==> src/rtl/antares_load_store_unit.sv <==
// MEM-stage data-port controller: issues one request/ready bus transaction per
// load/store, formats big-endian load data and holds the pipeline until done.
module antares_load_store_unit (
  input  logic        clk,
  input  logic        rst,
  input  logic [31:0] mem_address,
  input  logic [31:0] mem_store_data,
  input  logic        mem_mem_read,
  input  logic        mem_mem_write,
  input  logic        mem_mem_byte,
  input  logic        mem_mem_halfword,
  input  logic        mem_mem_sign_extend,
  input  logic        mem_flush,
  input  logic        stall_pipeline,
  input  logic [31:0] dport_data_i,
  input  logic        dport_ready,
  input  logic        dport_error,
  output logic [31:0] dport_address,
  output logic [31:0] dport_data_o,
  output logic [3:0]  dport_wr,
  output logic        dport_enable,
  output logic [31:0] mem_read_data,
  output logic        mem_request_stall,
  output logic        exc_address_error_load,
  output logic        exc_address_error_store,
  output logic        exc_bus_error
);

  typedef enum logic [1:0] {IDLE = 2'd0, WAIT = 2'd1, DONE = 2'd2} state_t;

  state_t      state, state_next;
  logic        req, misaligned, valid_req, flushed;
  logic        flush_seen, bus_error;
  logic        is_byte, is_half, sign_ext;
  logic [1:0]  lane;
  logic [3:0]  wr_calc;
  logic [31:0] store_calc, load_calc;
  logic [7:0]  load_byte;
  logic [15:0] load_half;

  assign req        = (mem_mem_read | mem_mem_write) & ~mem_flush;
  assign misaligned = mem_mem_byte     ? 1'b0 :
                      mem_mem_halfword ? mem_address[0] : (mem_address[1:0] != 2'b00);
  assign valid_req  = req & ~misaligned;
  assign flushed    = flush_seen | mem_flush;

  assign exc_address_error_store = (state == IDLE) & req & misaligned & mem_mem_write;
  assign exc_address_error_load  = (state == IDLE) & req & misaligned & ~mem_mem_write;
  assign exc_bus_error           = (state == DONE) & bus_error;
  assign mem_request_stall       = ((state == IDLE) & valid_req) | (state == WAIT);

  // Store lanes: big-endian, lane 0 is bits [31:24].
  always_comb begin
    wr_calc    = 4'b1111;
    store_calc = mem_store_data;
    if (mem_mem_byte) begin
      wr_calc    = 4'b1000 >> mem_address[1:0];
      store_calc = {4{mem_store_data[7:0]}};
    end else if (mem_mem_halfword) begin
      wr_calc    = mem_address[1] ? 4'b0011 : 4'b1100;
      store_calc = {2{mem_store_data[15:0]}};
    end
  end

  // Load formatting uses the access shape captured at issue time.
  always_comb begin
    load_byte = dport_data_i[31:24];
    case (lane)
      2'd1:    load_byte = dport_data_i[23:16];
      2'd2:    load_byte = dport_data_i[15:8];
      2'd3:    load_byte = dport_data_i[7:0];
      default: load_byte = dport_data_i[31:24];
    endcase
    load_half = lane[1] ? dport_data_i[15:0] : dport_data_i[31:16];
    if (is_byte)
      load_calc = {{24{sign_ext & load_byte[7]}}, load_byte};
    else if (is_half)
      load_calc = {{16{sign_ext & load_half[15]}}, load_half};
    else
      load_calc = dport_data_i;
  end

  always_comb begin
    state_next = state;
    case (state)
      IDLE:    if (valid_req) state_next = WAIT;
      WAIT:    if (dport_ready) state_next = flushed ? IDLE : DONE;
      DONE:    if (!stall_pipeline) state_next = IDLE;
      default: state_next = IDLE;
    endcase
  end

  always_ff @(posedge clk or posedge rst) begin
    if (rst) begin
      state         <= IDLE;
      dport_address <= 32'd0;
      dport_data_o  <= 32'd0;
      dport_wr      <= 4'd0;
      dport_enable  <= 1'b0;
      mem_read_data <= 32'd0;
      bus_error     <= 1'b0;
      flush_seen    <= 1'b0;
      is_byte       <= 1'b0;
      is_half       <= 1'b0;
      sign_ext      <= 1'b0;
      lane          <= 2'd0;
    end else begin
      state <= state_next;
      case (state)
        IDLE: begin
          if (valid_req) begin
            dport_address <= {mem_address[31:2], 2'b00};
            dport_data_o  <= store_calc;
            dport_wr      <= mem_mem_write ? wr_calc : 4'd0;
            dport_enable  <= 1'b1;
            is_byte       <= mem_mem_byte;
            is_half       <= mem_mem_halfword & ~mem_mem_byte;
            sign_ext      <= mem_mem_sign_extend;
            lane          <= mem_address[1:0];
            flush_seen    <= 1'b0;
          end
        end
        WAIT: begin
          if (mem_flush) flush_seen <= 1'b1;
          if (dport_ready) begin
            dport_enable <= 1'b0;
            dport_wr     <= 4'd0;
            flush_seen   <= 1'b0;
            // A squashed instruction still completes on the bus, but its result is dropped.
            if (!flushed) begin
              mem_read_data <= dport_error ? 32'd0 : load_calc;
              bus_error     <= dport_error;
            end
          end
        end
        default: ;
      endcase
    end
  end

endmodule

==> config.mk <==
export PLATFORM = sky130hd
export DESIGN_NAME = antares_load_store_unit
export DESIGN_NICKNAME = d
export VERILOG_FILES = /design/src/rtl/antares_load_store_unit.sv
export SDC_FILE = /design/constraint.sdc
export NUM_CORES = 1
export LEC_CHECK = 0
export CORE_MARGIN = 2
export CORE_UTILIZATION = 35
export DETAILED_ROUTE_END_ITERATION = 10
export PLACE_DENSITY = 0.67
export SLEW_MARGIN = 20
export SYNTH_ARGS = -nofsm -noshare
export SYNTH_HDL_FRONTEND = slang
export SYNTH_SLANG_ARGS = --single-unit
==> constraint.sdc <==
create_clock -name clk -period 5.5 [get_ports clk]
set_input_delay 1.375 -clock clk [delete_from_list [all_inputs] [get_ports clk]]
set_output_delay 1.375 -clock clk [all_outputs]
set_load 0.02 [all_outputs]
==> flow_metrics.tcl, run 1 <==
set metrics [dict create \
    final_hold_viol_count 0 \
    ys_seq_area_frac 0.524 \
    place_area_mm2 0.00736 \
    synth_fa_ha_area_frac 0 \
    fin_crit_sh 0.854 \
    p_sw_mw 1.27 \
    end_kind "primary output" \
    reg2reg_slack_ns 2.87 \
    viasPerCell 5.18 \
    grt_max_degree 76 \
    yosysTopAreaCellShare 0.524 \
    postCtsHoldBufs 0 \
    p_per_area_mw_per_mm2 470 \
    crit_path_frequent_cell "clkdlybuf4s50_1" \
    worstSetupPathType "in -> out" \
    grt_pass1_vias 4331 \
    final_nets 711 \
    outcome "complete, no violations" \
    die_area_mm2 0.0157 \
    vdd_drop_max_uv 222 \
    yosys.area.top_type "dfrtp_1" \
    antenna_found_initial 0 \
    setup_viol 0 \
    synth_area_mm2 0.00515 \
    cts_buffer_depth 2 \
    clk_pin_slew_ns 0.07 \
    synth_area_leaders "dfrtp_1 (52%), mux2_2 (13%), mux2i_1 (6.2%), mux4_2 (3.5%), a221o_2 (2.6%)" \
    post_cts.repair.setup_buffers 0 \
    cp_max_fo 19 \
    finalPower_mw 3.60 \
    wl_per_cell_um 18.7 \
    area_growth_pct 48.6 \
    cp.arrival_ns 3.32 \
    grt_first_pass_wirelength_um 23700 \
    avgSynthCellArea_um2 12.6 \
    cts-root-buf "clkbuf_16" \
    clock_sinks 108 \
    synth_top_family_by_area "multiplexers" \
    hold_class "reg -> reg" \
    rows 44 \
    slew_headroom 0.268 \
    r2r_cells 5 \
    crit_required_ns 4.12 \
    muxShareOfSynthArea 0.228 \
    synth-simple-area-share 0.0740 \
    drv_slew 0 \
    crit_end "exc_address_error_load" \
    insertion_delay_ns 0.35 \
    power.leakage_nw 3.34 \
    rsz0062_at_grt "no" \
    max_freq_mhz 213 \
    switching_share 0.353 \
    synth_cell_types 46 \
    ys_async_sr_fraction 1.00 \
    io_buffers 209 \
    synth_seq_cells 108 \
    dp.cells 777 \
    slowest_stage "clkdlybuf4s50_1" \
    p_int_mw 2.33 \
    synth_edf_count 0 \
    pwr-share-comb 0.451 \
    synth_compound_area_frac 0.124 \
    cts_tree "done" \
    tightest_slew_ns 1.10 \
    gp_congestion 0.803 \
    ys.flop_type "dfrtp_1" \
    grt_use_total 0.190 \
    synth_cells 409 \
    dp.final_hpwl_um 10800 \
    ant_nets 0 \
    cts_max_level 3 \
    cts_buffers 9 \
    drtIter0Drc 264 \
    layout-drive-gt1-share 0.223 \
    die_w_um 125 \
    initial_utilization 0.356 \
    maxCapViolations 0 \
    dieHeight_um 125 \
    synth-xor-area-share 0.00510 \
    ios 212 \
    postCtsResizedCells 0 \
    yosysWarnings 0 \
    final_area_mm2 0.00766 \
    clock_skew_ns 0.00806 \
    cp-start-kind "primary input" \
    seqPwrFrac 0.366 \
    fin_cells 793 \
    slowest_delay_ns 0.63 \
    drt_wl_total_um 14900 \
    crit_chain "clkdlybuf4s50_1 -> nor3_1 -> o21a_1 -> buf_4 -> nor3b_1 -> clkdlybuf4s50_1" \
    vias 4110 \
    reg2reg_from "state[1]" \
    min_period_ns 4.70 \
    utilization 0.529 \
    tns_ns 0 \
    clockPowerShare 0.183 \
    coreArea_mm2 0.0145 \
    diodes 0 \
    yosysMostFrequentCell "dfrtp_1" \
    worstReg2RegEnd "mem_read_data[19]" \
    grt.overflow.total 0 \
    drc_errors 0 \
    synth_common_cells "dfrtp_1 (108), mux2_2 (59), mux2i_1 (32)" \
    crit_start "mem_flush" \
    firstDrtPassIters 4 \
]
[layout by cell type (no fill, tap or decap), drive strengths merged, types with 9 or more instances in the layout]
| master | instances |
|---|---|
| o21ai | 25 |
| dfrtp | 108 |
| mux2i | 32 |
| mux2 | 60 |
| nand2 | 24 |
| clkdlybuf4s50 | 209 |
| nor3 | 12 |
| a221o | 16 |
| clkbuf | 9 |
| a22o | 9 |
| inv | 13 |
| or2 | 17 |
[flip-flops by register name (all words and copies together), names as in the netlist]
signal and count:
bus_error 1, dport_address 30, dport_data_o 32, dport_enable 1
dport_wr 4, flush_seen 1, is_byte 1, is_half 1
lane 2, mem_read_data 32, sign_ext 1, state 2
[critical path, delay by kind of cell]
kind,cells,cell delay (ns)
compound gates,1,0.18
buf+inv,3,1.29
simple gates,2,0.47
[routing by layer]
layer | vias to the layer above | share of wire | global-route usage
li1 | 1880 | - | -
met1 | 2025 | 0.43 | 0.246
met2 | 185 | 0.47 | 0.298
met3 | 20 | 0.088 | 0.0672
met4 | 0 | 0.019 | 0.0686
met5 | - | 0 | 0
[metrics by stage]
step	worst slack, ns	hold WS, ns
6_report	0.803	0.499
5_1_grt	0.671	0.518
4_1_cts	0.797	0.504
3_5_place_dp	0.807	0.488
3_3_place_gp	0.869	0.473
2_1_floorplan	1.28	0.472
[area by class of cell]
cell class	instances	area, um2
timing repair buffer	217	2150
fill	1252	6820
clock buffer	9	225
tap	184	230
inverter	12	47.5
clock inverter	7	75.1
multi-input combinational	256	2230
sequential	108	2700
[cells by family (layout without fill, tap and decap cells)]
logic type / Yosys count / in the layout
buffers and inverters: 46 / 245
XOR/XNOR: 3 / 3
AO/OA/AOI/OAI: 83 / 83
multiplexers: 100 / 100
flip-flops: 108 / 108
AND/OR/NAND/NOR: 68 / 68
other: 1 / 2
[worst min-delay path by stage]
stage	startpoint	cells after the start	to	slack [ns]
2_1_floorplan	bus_error	1	bus_error	0.47
3_3_place_gp	mem_read_data[8]	1	mem_read_data[8]	0.47
3_5_place_dp	mem_read_data[8]	1	mem_read_data[8]	0.49
4_1_cts	mem_read_data[8]	1	mem_read_data[8]	0.50
5_1_grt	mem_read_data[10]	1	mem_read_data[10]	0.52
6_report	mem_read_data[8]	1	mem_read_data[8]	0.50
[power groups by stage]
stage                     combinational (mW)  clock (mW)  sequential [mW]
after floorplan                        0.542           0             1.61
after global placement                  1.62           0             1.32
after detailed placement                1.64           0             1.33
after CTS                               1.64       0.670             1.32
after global routing                    1.72       0.706             1.36
final                                   1.63       0.660             1.32
Power figures use the tool's default switching activity.
==> run 2, diff against run 1 <==
GPL_ROUTABILITY_DRIVEN = 0   (was unset)
PLACE_DENSITY = 0.77   (was 0.67)
==> run 2 against run 1 <==
Net effect: first-iteration DRC count shrank 19%; register-to-register slack gained 0.31 ns; core utilization grew 0.052 points; flip-flop and latch count is the same; hold slack lost 0.0098 ns; count of clock-buffer cells in the layout grew 2; combinational power is essentially flat; non-clock buffer count is the same; total power shrank 0.38%; clock power shrank 0.6%; sequential share of layout area is essentially flat; largest power group unchanged; highest routed layer unchanged.
==> flow_metrics.tcl, run 2 (synthesis gave the netlist of run 1 again) <==
set metrics [dict create \
    layout_top_registers "dport_data_o (32), mem_read_data (32), dport_address (30)" \
    wl_per_cell_um 18.4 \
    firstDrtPassIters 4 \
    cts_buffer_depth 2 \
    rows 44 \
    area_growth_pct 48.8 \
    cp_max_fo 18 \
    drt_wl_total_um 14600 \
    clock_skew_ns 0.00884 \
    multi_input_area_mm2 0.00223 \
    layout-drive-gt1-share 0.222 \
    maxCapViolations 0 \
    vdd_drop_max_uv 244 \
    clock_sinks 108 \
    crit_chain "clkdlybuf4s50_1 -> nor2b_1 -> o21bai_2 -> buf_4 -> nor3b_1 -> clkdlybuf4s50_1" \
    grt_pass1_vias 4390 \
    grt_first_pass_wirelength_um 23700 \
    antenna_found_initial 0 \
    cts-root-buf "clkbuf_16" \
    die_w_um 125 \
    post_cts.repair.setup_buffers 0 \
    postCtsResizedCells 0 \
    drc_errors 0 \
    dp.final_hpwl_um 10700 \
    cp.arrival_ns 3.35 \
    seq_area_mm2 0.00270 \
    hold_class "reg -> reg" \
    grt_use_total 0.189 \
    cts_tree "done" \
    coreArea_mm2 0.0145 \
    final_nets 711 \
    tightest_slew_ns 0.997 \
    diodes 0 \
    rsz0062_at_grt "no" \
    drv_slew 0 \
    pre_cts_slack_ns 0.810 \
    grt.overflow.total 0 \
    slowest_delay_ns 0.64 \
    power.leakage_nw 3.35 \
    end_kind "primary output" \
    layout_commonest_cell "clkdlybuf4s50_1" \
    max_freq_mhz 212 \
    viasPerCell 5.26 \
    drtIter0Drc 215 \
    crit_required_ns 4.12 \
    crit_path_frequent_cell "clkdlybuf4s50_1" \
    slowest_stage "clkdlybuf4s50_1" \
    die_area_mm2 0.0157 \
    cts_max_level 3 \
    final_cell_mix "clkdlybuf4s50_1 (209), dfrtp_1 (108), mux2_2 (59), mux2i_1 (32), o21ai_0 (25)" \
    cp-start-kind "primary input" \
    io_buffers 209 \
    slew_headroom 0.336 \
    fin_crit_sh 0.859 \
    reg2reg_slack_ns 3.18 \
    outcome "complete, no violations" \
    postCtsHoldBufs 0 \
    vias 4168 \
    clk_pin_slew_ns 0.07 \
    min_period_ns 4.72 \
    initial_utilization 0.356 \
    fin_ws_ns 0.777 \
    tns_ns 0 \
    final_hold_viol_count 0 \
    dieHeight_um 125 \
    insertion_delay_ns 0.34 \
    grt_max_degree 83 \
    worstSetupPathType "in -> out" \
    cts_buffers 9 \
    setup_viol 0 \
    p_per_area_mw_per_mm2 468 \
    fillers 1259 \
    finalPower_mw 3.59 \
    ios 212 \
    ant_nets 0 \
]
[run 2: cell types whose count changed in the layout (fill, tap and decap cells not counted), sizes merged]
cell and delta:
clkinvlp -3, clkinv +1, clkbuf +2, inv -1
[run 2: layout make-up]
class	count	share of cell area
inverter	12	0.00653
clock inverter	4	0.00636
timing repair buffer	217	0.281
clock buffer	11	0.0330
tap	184	0.0300
multi-input combinational	256	0.291
sequential	108	0.352
[run 2: stage by stage]
step / cells / util / hold slack (ns) / instance area [um2]
6_report: 792 / 0.530 / 0.489 / 7670
5_1_grt: 792 / 0.530 / 0.510 / 7670
4_1_cts: 791 / 0.529 / 0.492 / 7650
3_5_place_dp: 776 / 0.508 / 0.477 / 7350
3_3_place_gp: 776 / 0.508 / 0.472 / 7350
2_1_floorplan: 410 / - / 0.472 / 5160
[run 2: worst paths after layout]
check                               start                     end  cells past startpoint
max                        mem_address[1]  exc_address_error_load                      6
min                          dport_enable            dport_enable                      2
max reg2reg                      state[1]       mem_read_data[29]                      6
min reg2reg                  dport_enable            dport_enable                      2
max in group asynchronous             rst         dport_data_o[2]                      3
min in group asynchronous             rst       dport_address[14]                      2
[run 2: power by group]
part / switching [mW] / leakage (nW) / total, mW / internal (mW)
Sequential: 0.217 / 1.33 / 1.31 / 1.09
Combinational: 0.740 / 1.87 / 1.62 / 0.883
Clock: 0.281 / 0.151 / 0.656 / 0.375
[run 2: critical path: cells and delay by family]
kind / cells / cell delay (ns)
buf+inv: 3 / 1.48
compound gates: 1 / 0.08
simple gates: 2 / 0.41
[run 2: per-layer routing]
layer  vias up  GRT usage  part of all wire
li1       1884          -                 -
met3        13     0.0650             0.083
met1      2083      0.236              0.42
met5         -          0                 0
met2       188      0.308              0.48
met4         0     0.0608             0.012
